File: src/rtl/pc_fetch_pkg.sv
// Shared constants and types for the pc_fetch instruction fetch front-end.
// The optional same-cycle response bypass is enabled by defining PC_FETCH_BYPASS_EN.
package pc_fetch_pkg;
  localparam int XLEN = 32;
  localparam logic [XLEN-1:0] INST_NOP         = 32'h0000_0013;
  localparam logic [XLEN-1:0] RESET_PC_DEFAULT = 32'h0000_0000;

  typedef struct packed {
    logic [XLEN-1:0] pc;
    logic [XLEN-1:0] inst;
  } fetch_pair_t;
endpackage

File: src/rtl/pc_fetch_if.sv
// Bundle of pipeline-control, instruction-memory and IF/ID signals around pc_fetch.
// master = the fetch unit, slave = memory plus pipeline control / IF/ID side.
interface pc_fetch_if;
  import pc_fetch_pkg::*;

  // imem handshake: a request transfers on a cycle with imem_req_o && imem_gnt_i;
  // imem_addr_o must stay stable while imem_req_o && !imem_gnt_i. Responses come back
  // in request order with imem_rvalid_i, at least one cycle after their grant.
  logic            stall_i;
  logic            flush_i;
  logic [XLEN-1:0] redirect_pc_i;
  logic            imem_req_o;
  logic [XLEN-1:0] imem_addr_o;
  logic            imem_gnt_i;
  logic            imem_rvalid_i;
  logic [XLEN-1:0] imem_rdata_i;
  logic            valid_o;
  logic [XLEN-1:0] pc_o;
  logic [XLEN-1:0] inst_o;

  modport master (
    input  stall_i, flush_i, redirect_pc_i, imem_gnt_i, imem_rvalid_i, imem_rdata_i,
    output imem_req_o, imem_addr_o, valid_o, pc_o, inst_o
  );

  modport slave (
    output stall_i, flush_i, redirect_pc_i, imem_gnt_i, imem_rvalid_i, imem_rdata_i,
    input  imem_req_o, imem_addr_o, valid_o, pc_o, inst_o
  );
endinterface

File: src/rtl/pc_fetch_fifo.sv
// Small circular buffer of {pc, inst} pairs; flush empties it in one cycle.
module pc_fetch_fifo
  import pc_fetch_pkg::*;
#(
  parameter int DEPTH = 4,
  localparam int AW = $clog2(DEPTH),
  localparam int CW = AW + 1
) (
  input  logic        clk_i,
  input  logic        rst_n_i,
  input  logic        push_i,
  input  fetch_pair_t din_i,
  input  logic        pop_i,
  input  logic        flush_i,
  output fetch_pair_t head_o,
  output logic [CW-1:0] count_o,
  output logic        empty_o
);
  fetch_pair_t   mem_q [DEPTH];
  fetch_pair_t   mem_d [DEPTH];
  logic [AW-1:0] wr_q, wr_d, rd_q, rd_d;
  logic [CW-1:0] cnt_q, cnt_d;

  always_comb begin
    mem_d = mem_q;
    wr_d  = wr_q;
    rd_d  = rd_q;
    cnt_d = cnt_q;
    if (flush_i) begin
      wr_d  = '0;
      rd_d  = '0;
      cnt_d = '0;
    end else begin
      // When full, a push is only legal alongside a pop, so writing the head slot is safe.
      if (push_i) begin
        mem_d[wr_q] = din_i;
        wr_d        = wr_q + AW'(1);
      end
      if (pop_i) rd_d = rd_q + AW'(1);
      cnt_d = cnt_q + CW'(push_i) - CW'(pop_i);
    end
  end

  always_ff @(posedge clk_i or negedge rst_n_i) begin
    if (!rst_n_i) begin
      for (int i = 0; i < DEPTH; i++) mem_q[i] <= '0;
      wr_q  <= '0;
      rd_q  <= '0;
      cnt_q <= '0;
    end else begin
      mem_q <= mem_d;
      wr_q  <= wr_d;
      rd_q  <= rd_d;
      cnt_q <= cnt_d;
    end
  end

  assign head_o  = mem_q[rd_q];
  assign count_o = cnt_q;
  assign empty_o = (cnt_q == '0);
endmodule

File: src/rtl/pc_fetch.sv
// Instruction fetch front-end: owns the PC, issues credit-limited imem requests,
// buffers {pc, inst} responses and drops stale ones after a flush. Optional PC_FETCH_BYPASS_EN.
module pc_fetch
  import pc_fetch_pkg::*;
#(
  parameter logic [XLEN-1:0] RESET_PC = RESET_PC_DEFAULT,
  parameter int              DEPTH    = 4,
  localparam int CW = $clog2(DEPTH) + 1
) (
  input  logic       clk_i,
  input  logic       rst_n_i,
  pc_fetch_if.master bus
);
  logic [XLEN-1:0] fetch_pc_q, fetch_pc_d;
  logic [XLEN-1:0] resp_pc_q, resp_pc_d;
  logic [CW-1:0]   outst_q, outst_d;
  logic [CW-1:0]   drop_q, drop_d;

  fetch_pair_t   head, out_pair, push_pair;
  logic [CW-1:0] fifo_count;
  logic          fifo_empty, fifo_push, fifo_pop;
  logic          resp_take, bypass, valid, pop, req, gnt_fire;
  logic [CW:0]   credit_used;

  pc_fetch_fifo #(.DEPTH(DEPTH)) u_fifo (
    .clk_i   (clk_i),
    .rst_n_i (rst_n_i),
    .push_i  (fifo_push),
    .din_i   (push_pair),
    .pop_i   (fifo_pop),
    .flush_i (bus.flush_i),
    .head_o  (head),
    .count_o (fifo_count),
    .empty_o (fifo_empty)
  );

  always_comb begin
    resp_take = bus.imem_rvalid_i && (drop_q == '0);
    push_pair = '{pc: resp_pc_q, inst: bus.imem_rdata_i};
`ifdef PC_FETCH_BYPASS_EN
    bypass = fifo_empty && resp_take && !bus.flush_i;
`else
    bypass = 1'b0;
`endif
    valid    = rst_n_i && (!fifo_empty || bypass);
    out_pair = bypass ? push_pair : head;
    pop      = valid && !bus.stall_i;

    // Dropped responses still occupy the memory pipe, so they consume credits too;
    // this keeps every counter within DEPTH even across back-to-back flushes.
    credit_used = {1'b0, outst_q} + {1'b0, drop_q} + {1'b0, fifo_count} - (CW+1)'(pop);
    req         = rst_n_i && !bus.flush_i && (credit_used < (CW+1)'(DEPTH));
    gnt_fire    = req && bus.imem_gnt_i;

    fifo_push = !bus.flush_i && resp_take && !(bypass && pop);
    fifo_pop  = !bus.flush_i && pop && !bypass;

    fetch_pc_d = fetch_pc_q;
    resp_pc_d  = resp_pc_q;
    outst_d    = outst_q;
    drop_d     = drop_q;
    if (bus.flush_i) begin
      // Everything in flight becomes stale; the next kept response belongs to redirect_pc.
      fetch_pc_d = bus.redirect_pc_i;
      resp_pc_d  = bus.redirect_pc_i;
      outst_d    = '0;
      drop_d     = outst_q + drop_q - CW'(bus.imem_rvalid_i);
    end else begin
      if (gnt_fire)  fetch_pc_d = fetch_pc_q + XLEN'(4);
      if (resp_take) resp_pc_d  = resp_pc_q + XLEN'(4);
      outst_d = outst_q + CW'(gnt_fire) - CW'(resp_take);
      drop_d  = drop_q - CW'(bus.imem_rvalid_i && (drop_q != '0));
    end
  end

  always_ff @(posedge clk_i or negedge rst_n_i) begin
    if (!rst_n_i) begin
      fetch_pc_q <= RESET_PC;
      resp_pc_q  <= RESET_PC;
      outst_q    <= '0;
      drop_q     <= '0;
    end else begin
      fetch_pc_q <= fetch_pc_d;
      resp_pc_q  <= resp_pc_d;
      outst_q    <= outst_d;
      drop_q     <= drop_d;
    end
  end

  assign bus.imem_req_o  = req;
  assign bus.imem_addr_o = fetch_pc_q;
  assign bus.valid_o     = valid;
  assign bus.pc_o        = valid ? out_pair.pc   : '0;
  assign bus.inst_o      = valid ? out_pair.inst : INST_NOP;
endmodule
File: src/flat_wrapper.sv
// flat-port wrapper written by rule: the top's interface ports become plain ports
module pc_fetch_flat import pc_fetch_pkg::*;
#(
  parameter logic [XLEN-1:0] RESET_PC = RESET_PC_DEFAULT,
  parameter int              DEPTH    = 4,
  localparam int CW = $clog2(DEPTH) + 1
)
  (clk_i, rst_n_i, bus_stall_i, bus_flush_i, bus_redirect_pc_i, bus_imem_gnt_i, bus_imem_rvalid_i, bus_imem_rdata_i, bus_imem_req_o, bus_imem_addr_o, bus_valid_o, bus_pc_o, bus_inst_o);
  pc_fetch_if bus_i ();
  input  logic clk_i;
  input  logic rst_n_i;
  input wire logic [$bits(bus_i.stall_i)-1:0] bus_stall_i;
  input wire logic [$bits(bus_i.flush_i)-1:0] bus_flush_i;
  input wire logic [$bits(bus_i.redirect_pc_i)-1:0] bus_redirect_pc_i;
  input wire logic [$bits(bus_i.imem_gnt_i)-1:0] bus_imem_gnt_i;
  input wire logic [$bits(bus_i.imem_rvalid_i)-1:0] bus_imem_rvalid_i;
  input wire logic [$bits(bus_i.imem_rdata_i)-1:0] bus_imem_rdata_i;
  output wire logic [$bits(bus_i.imem_req_o)-1:0] bus_imem_req_o;
  output wire logic [$bits(bus_i.imem_addr_o)-1:0] bus_imem_addr_o;
  output wire logic [$bits(bus_i.valid_o)-1:0] bus_valid_o;
  output wire logic [$bits(bus_i.pc_o)-1:0] bus_pc_o;
  output wire logic [$bits(bus_i.inst_o)-1:0] bus_inst_o;
  assign bus_i.stall_i = bus_stall_i;
  assign bus_i.flush_i = bus_flush_i;
  assign bus_i.redirect_pc_i = bus_redirect_pc_i;
  assign bus_i.imem_gnt_i = bus_imem_gnt_i;
  assign bus_i.imem_rvalid_i = bus_imem_rvalid_i;
  assign bus_i.imem_rdata_i = bus_imem_rdata_i;
  assign bus_imem_req_o = bus_i.imem_req_o;
  assign bus_imem_addr_o = bus_i.imem_addr_o;
  assign bus_valid_o = bus_i.valid_o;
  assign bus_pc_o = bus_i.pc_o;
  assign bus_inst_o = bus_i.inst_o;
  pc_fetch #(.RESET_PC(RESET_PC), .DEPTH(DEPTH)) u_core (.clk_i(clk_i), .rst_n_i(rst_n_i), .bus(bus_i));
endmodule
File: config.mk
export PLATFORM = sky130hd
export DESIGN_NAME = pc_fetch_flat
export DESIGN_NICKNAME = d
export VERILOG_FILES = /design/src/rtl/pc_fetch_pkg.sv /design/src/rtl/pc_fetch_if.sv /design/src/rtl/pc_fetch_fifo.sv /design/src/rtl/pc_fetch.sv /design/src/flat_wrapper.sv
export SDC_FILE = /design/constraint.sdc
export NUM_CORES = 1
export LEC_CHECK = 0
export BUFFER_PORTS_ARGS = -buffer_cell sky130_fd_sc_hd__buf_2
export CORE_MARGIN = 5
export CORE_UTILIZATION = 45
export CTS_BUF_LIST = sky130_fd_sc_hd__clkbuf_2
export DETAILED_ROUTE_END_ITERATION = 10
export PLACE_DENSITY_LB_ADDON = 0.05
export SETUP_SLACK_MARGIN = 0.15
export SYNTH_ARGS = -nofsm -noshare
export SYNTH_HDL_FRONTEND = slang
export SYNTH_HIERARCHICAL = 1
export SYNTH_SLANG_ARGS = --single-unit
File: constraint.sdc
create_clock -name clk_i -period 4.2 [get_ports clk_i]
set_input_delay 0 -clock clk_i [delete_from_list [all_inputs] [get_ports clk_i]]
set_output_delay 0 -clock clk_i [all_outputs]
set_load 0.02 [all_outputs]
* Word-level counts from Yosys, hierarchy flattened *
Index checks and enable logic that the tools add are counted.
Widths: inputs -> output; s select.

storage, ports and cells
  word-level logic and storage cells = 76
  input bits = 70
  output and inout port bits = 98
  bits in registers = 333

operators by class
  $add $sub $neg = 14
  multiplexer cells = 19
  bitwise gates (word level) = 3
  $lt $le $gt $ge = 4
  reduce and logical (&&, ||, !) cells = 21

operators by type and width
  operator               number
  $bwmux 256             1
  $mux 32                6
  $mux 64                3
  $bmux 64 s2            1
  $demux 64 s2           1
  $add 32x3->32 const B  2
  $sub 3x1->3            4
  $logic_and 1x1->1      10
  $mux 3                 3
  $mux 2                 4
  $reduce_bool 2->1      4
  $add 3x1->3            2
  $ge 3x3->1 const B     2
  $logic_not 3->1        2
  $not 2->3              2
  $add 2x1->2 const B    2
  $add 3x3->4            1
  $add 4x3->4            1
  $lt 4x3->1 const B     1
  $sub 4x1->4            1
  $add 3x3->3            1
  $logic_not 1->1        3
  $lt 3x1->1 const B     1
  $reduce_bool 3->1      1
  other kinds (2)        2

* Logic depth before layout (Yosys ltp) *
  depth in word-level cells = 11
  gate-level depth with buffers = 20
  mapped depth without buffers = 19

* Cells and area by module *
The synthesis kept the hierarchy.

modules (own cells, without submodules)
  module         seq. area each (µm²)  cells an instance  instances  area an instance (µm²)
  pc_fetch_fifo  6581.3                658                1          12494.5
  pc_fetch       1751.7                516                1          4559.4

* Worst setup path before layout *
Ideal clock, no wire load.

  path type = reg-to-reg
  start point = register u_core.u_fifo.cnt_q[1] (netlist: u_core/u_fifo/count_o[1])
  end point = register u_core.outst_q[2]
  path buffers = 1
  arrival = 3.777 ns
  library setup time = 0.132 ns
  slack = 0.291 ns
  data required time = 4.068 ns
  stages on the path, launching flop included = 19
  clock period less this slack = 3.909 ns
  path through = dfrtp_1 nor3_1 nand2b_1 nor2_1 ha_1 fa_1 or2_2 fa_1 and3b_1 and3_1 inv_2 buf_2 ha_1 inv_1 ha_1 inv_1 fa_1 xnor2_1 nor2_1

on the way
  longest elaborated chain between the ends = 11
  elaborated cells on any way between the ends = 12
  those cells by class = add/sub: 4; order compare: 1; mux: 1; reduce/logical: 6

ends and longest elaborated chain
  element                   line                 source
  start: declaration        pc_fetch_fifo.sv:22  logic [CW-1:0] cnt_q, cnt_d;
  start signal: assignment  pc_fetch_fifo.sv:54  cnt_q <= cnt_d;
  $logic_not 3->1           pc_fetch_fifo.sv:60  assign empty_o = (cnt_q == '0);
  via u_core.fifo_empty     pc_fetch.sv:21       logic fifo_empty, fifo_push, fifo_pop;
  $logic_not 1->1           pc_fetch.sv:45       valid = rst_n_i && (!fifo_empty || bypass);
  $logic_and 1x1->1         pc_fetch.sv:45
  $logic_and 1x1->1         pc_fetch.sv:47       pop = valid && !bus.stall_i;
  $sub 4x1->4               pc_fetch.sv:51       credit_used = {1'b0, outst_q} + {1'b0, drop_q} + {1'b0, fifo_count} - (CW+1)'(pop);
  $lt 4x3->1                pc_fetch.sv:52       req = rst_n_i && !bus.flush_i && (credit_used < (CW+1)'(DEPTH));
  $logic_and 1x1->1         pc_fetch.sv:52
  $logic_and 1x1->1         pc_fetch.sv:53       gnt_fire = req && bus.imem_gnt_i;
  $add 3x1->3               pc_fetch.sv:71       outst_d = outst_q + CW'(gnt_fire) - CW'(resp_take);
  $sub 3x1->3               pc_fetch.sv:71
  $mux 3                    pc_fetch.sv:62       if (bus.flush_i) begin
  via u_core.outst_d[2]     pc_fetch.sv:16       logic [CW-1:0] outst_q, outst_d;
  end signal: assignment    pc_fetch.sv:85       outst_q <= outst_d;
  end: declaration          pc_fetch.sv:16

The timed path passes the listed nets, and every way through them passes these cells.
A chain may end at the register's enable or synchronous reset.

* Worst setup path after layout *
  start point = register u_core.u_fifo.cnt_q[1] (netlist: u_core/u_fifo/count_o[1])
  end point = register u_core.fetch_pc_q[30] (netlist: u_core/bus.imem_addr_o[30])

on the way
  longest elaborated chain between the ends = 9
  elaborated cells on any way between the ends = 10
  those cells by class = add/sub: 2; order compare: 1; reduce/logical: 7

ends and longest elaborated chain
  element                             line                 source
  $logic_not 3->1                     pc_fetch_fifo.sv:60
  via u_core.fifo_empty               pc_fetch.sv:21
  $logic_not 1->1                     pc_fetch.sv:45
  $logic_and 1x1->1                   pc_fetch.sv:45
  $logic_and 1x1->1                   pc_fetch.sv:47
  $sub 4x1->4                         pc_fetch.sv:51
  $lt 4x3->1                          pc_fetch.sv:52
  $logic_and 1x1->1                   pc_fetch.sv:52
  $logic_and 1x1->1                   pc_fetch.sv:53
  $reduce_bool 2->1 (no source line)  --
  end signal: assignment              pc_fetch.sv:83       fetch_pc_q <= fetch_pc_d;
  end: declaration                    pc_fetch.sv:14       logic [XLEN-1:0] fetch_pc_q, fetch_pc_d;

The timed path passes the listed nets, and every way through them passes these cells.

==> reports/results.ini <==
[run_status]
status=finished, final reports clean

[floorplanning]
num_rows=71
die_h_um=204.7
die_x_um=204.7
core_um2=37580
die-area_um2=41890
start_util=0.4538
ios=168

[final_layout]
postLayoutCellArea_um2=20410
multiInputGateArea_um2=8040
syn_to_final_growth_pct=19.71
drive_above_1_share=0.4269
fillerInstances=3225
layout.nets=1622
seq_area_um2=8342
instances_no_fill=2095

[placed_design]
gp_congestion=0.7951
dp_cells=1798
dp_slack_ns=0.2871
dp_hpwl_mm=24.62
dpl_cell_area_um2=18160
io_buffers=167

[sta]
slew_headroom=0.2604
setup-violations-final=0
fin_ws_ns=0.2949
slew_viol_final=0
max_freq_mhz=256.1
rsz0062_at_grt=no
finalHoldViolCount=0
period_needed_ns=3.905
tns_ns=0
tightest_slew_ns=1.109
finClkSkew_ns=0.04366
finalCritPeriodShare=0.9298

[yosys]
synth_edf_count=0
syn_area_um2=17050
syn_avg_cell_area_um2=14.53
syn_inst=1174
synth_flop_cell=dfrtp_1
ys_seq_area_frac=0.4886
postSynth.asyncResetShare=1.000
yosys_warnings=6
syn_nets=1269
ys_types=61
ys_seq_elements=333

[cts]
clock-root-buffer=clkbuf_2
clock_latency_ns=0.95
numCtsBuffers=91
path_clk_slew_ns=0.09
cts-htree-levels=3
clkSinkCount=333
cts_tree=built
cts_buffer_depth=3

[critical_path]
end_kind=register
path_class=reg -> reg
crit_path_start_kind=register
path_max_fanout=12
r2r-start=u_core/u_fifo/count_o[1]$_DFF_PN0_
ff2ff_path_depth=14
r2r_end=u_core/bus.imem_addr_o[30]$_DFFE_PN0N_
cp.required_ns=5.07
r2r_slack_ns=0.29
cp.arrival_ns=4.78

[power_and_ir_drop]
switchingPower_uw=2662
p_leak_uw=0.01040
p_comb_frac=0.263
power.density_nw_per_um2=416.5
p_int_uw=5840
pwr-share-clk=0.263
swShare=0.3130
ir_drop_mv=0.2996
power.share.sequential=0.475

[hold_path]
min_path_type=in -> reg
hold_end=u_core/bus.imem_addr_o[22]$_DFFE_PN0N_
worstHoldPathCells=4
hold_start=bus_imem_gnt_i

[global_route]
grt_pass1_vias=11930
grt_first_pass_wirelength_mm=68.35
grt.met3_usage=0.04385
use_met1=0.2990
grt_most_used_layer=met2
antenna_found_initial=2
gr-usage-met2=0.3153
grt_max_degree=185
grt-ovfl-total=0
grt_usage=0.2063

[routing]
wirelength_mm=42.18
viasPerCell=5.225
drtPass1Iterations=5
first_iter_violations=602
drtAntennaViolNets=0
drc_errors=0
wl_per_cell_um=20.14
vias=10950

[run]
cap_violations=0

-- worst max path at each step --
stage	to	start	slack (ns)
2_1_floorplan	u_core/outst_q[2]$_DFF_PN0_	u_core/u_fifo/count_o[1]$_DFF_PN0_	0.29
3_3_place_gp	u_core/outst_q[2]$_DFF_PN0_	u_core/u_fifo/count_o[1]$_DFF_PN0_	0.35
3_5_place_dp	u_core/outst_q[2]$_DFF_PN0_	u_core/u_fifo/count_o[1]$_DFF_PN0_	0.29
4_1_cts	u_core/bus.imem_addr_o[30]$_DFFE_PN0N_	u_core/u_fifo/count_o[1]$_DFF_PN0_	0.20
5_1_grt	u_core/bus.imem_addr_o[30]$_DFFE_PN0N_	u_core/u_fifo/count_o[1]$_DFF_PN0_	0.14
6_report	u_core/bus.imem_addr_o[30]$_DFFE_PN0N_	u_core/u_fifo/count_o[1]$_DFF_PN0_	0.29
-- cell families (layout without fill, tap and decap cells) --
logic type,count (synthesis),after routing,share of synthesized area
AOI/OAI and AO/OA,73,73,0.02678
xor gates and xnor gates,46,46,0.02524
adders and majority gates,25,25,0.02098
buffers and inverters,103,510,0.04160
DFF,333,333,0.4886
muxes,329,329,0.3075
other,0,3,0
and+or+nand+nor,265,265,0.08929
-- flip-flops by register name (all words and copies together) (netlist names) --
signal and count:
u_core/u_fifo/mem_q 256, u_core/bus.imem_addr_o 32, u_core/resp_pc_q 32, u_core/drop_q 3, u_core/outst_q 3, u_core/u_fifo/count_o 3
u_core/u_fifo/rd_q 2, u_core/u_fifo/wr_q 2
-- layout by cell type, fill, tap and decap left out, types with 12 or more instances in the layout --
cell	netlist	layout
dlygate4sd3_1	0	145
inv_1	30	29
xor2_1	25	25
nand4_1	24	24
mux4_2	64	64
nand3_1	40	40
ha_1	19	19
mux2_2	43	43
clkbuf_2	1	138
and2_1	65	65
o211ai_1	12	12
nand2_1	48	48
dfrtp_1	333	330
buf_4	4	13
buf_2	11	166
xnor2_1	19	19
mux2_4	219	219
nor2_1	28	28
o21ai_0	23	23
-- stage by stage --
stage            util  total power [uW]  hold slack [ns]
3_3_place_gp   0.4832              6186          -0.1198
5_1_grt        0.5433              9094          0.04534
2_1_floorplan       -              5583          -0.2956
3_5_place_dp   0.4832              6201          -0.1122
4_1_cts        0.5423              8647          0.05962
6_report       0.5433              8502           0.1743
-- power groups by stage --
stage	logic, uW	registers [uW]	clock network (uW)
floorplan	1550	4030	0
global placement	2100	4090	0
detailed placement	2130	4080	0
CTS	2240	4030	2370
global route	2450	4110	2540
finish	2240	4030	2230
-- Yosys cell counts, types with 2 or more instances --
cell type	n	area share
xnor2_1	19	0.0098
buf_2	11	0.0032
o311ai_0	2	0.0010
o21ai_0	23	0.0067
nand3b_1	3	0.0013
nand4_1	24	0.0088
nand2_1	48	0.011
o211ai_1	12	0.0053
or3_1	4	0.0015
buf_12	3	0.0035
nor2_1	28	0.0062
mux2_4	219	0.19
ha_1	19	0.014
and4_1	3	0.0015
a21boi_0	4	0.0018
and2_1	65	0.024
clkbuf_1	18	0.0040
buf_1	2	0.00044
mux4_2	64	0.085
xnor3_1	2	0.0026
nand2b_1	8	0.0029
a21oi_1	10	0.0029
inv_1	30	0.0066
inv_2	2	0.00044
nand3b_4	3	0.0035
nor2b_1	2	0.00073
mux2_2	43	0.028
o21a_1	3	0.0013
o221ai_1	2	0.0010
nand3_1	40	0.012
fa_1	6	0.0070
buf_4	4	0.0018
a311o_1	2	0.0012
buf_6	31	0.020
o21ai_1	8	0.0023
a31oi_1	3	0.0011
xor2_1	25	0.013
nor4_1	5	0.0018
dfrtp_1	333	0.49
and3_1	10	0.0037
mux2i_1	3	0.0018
nor3_1	9	0.0026
-- per-layer routing --
layer | part of all wire | wire length, um
met1 | 0.48 | 20150
met2 | 0.46 | 19370
met3 | 0.043 | 1817
met4 | 0.020 | 852
met5 | 0 | 0
-- critical path, stage by stage (launching register included) --
cell	delay (ns)
dfrtp_2	0.42
nor3_2	0.19
nand2b_4	0.16
nor2_1	0.05
ha_1	0.18
fa_1	0.41
or2_2	0.31
fa_1	0.51
and3b_1	0.18
and3_4	0.19
buf_4	0.19
nand3_1	0.11
or3_1	0.33
nand3_1	0.08
dlygate4sd3_1	0.55
-- repair_timing --
action / CTS / global route
gates resized for setup: 0 / 6
hold endpoints to repair: 367 / 0
buffers inserted: 0 / 1
setup endpoints to repair: 0 / 4
hold buffers: 146 / 0
-- layout make-up --
| cell class | instances | share of cell area |
|---|---|---|
| Inverter | 32 | 0.005884 |
| Antenna cell | 3 | 0.0003677 |
| Multi-Input combinational cell | 738 | 0.3938 |
| Tap cell | 511 | 0.03132 |
| Sequential cell | 333 | 0.4086 |
| Clock inverter | 9 | 0.002942 |
| Timing Repair Buffer | 331 | 0.1232 |
| Clock buffer | 138 | 0.03383 |
Note: power is estimated with default switching activity, not from simulation.
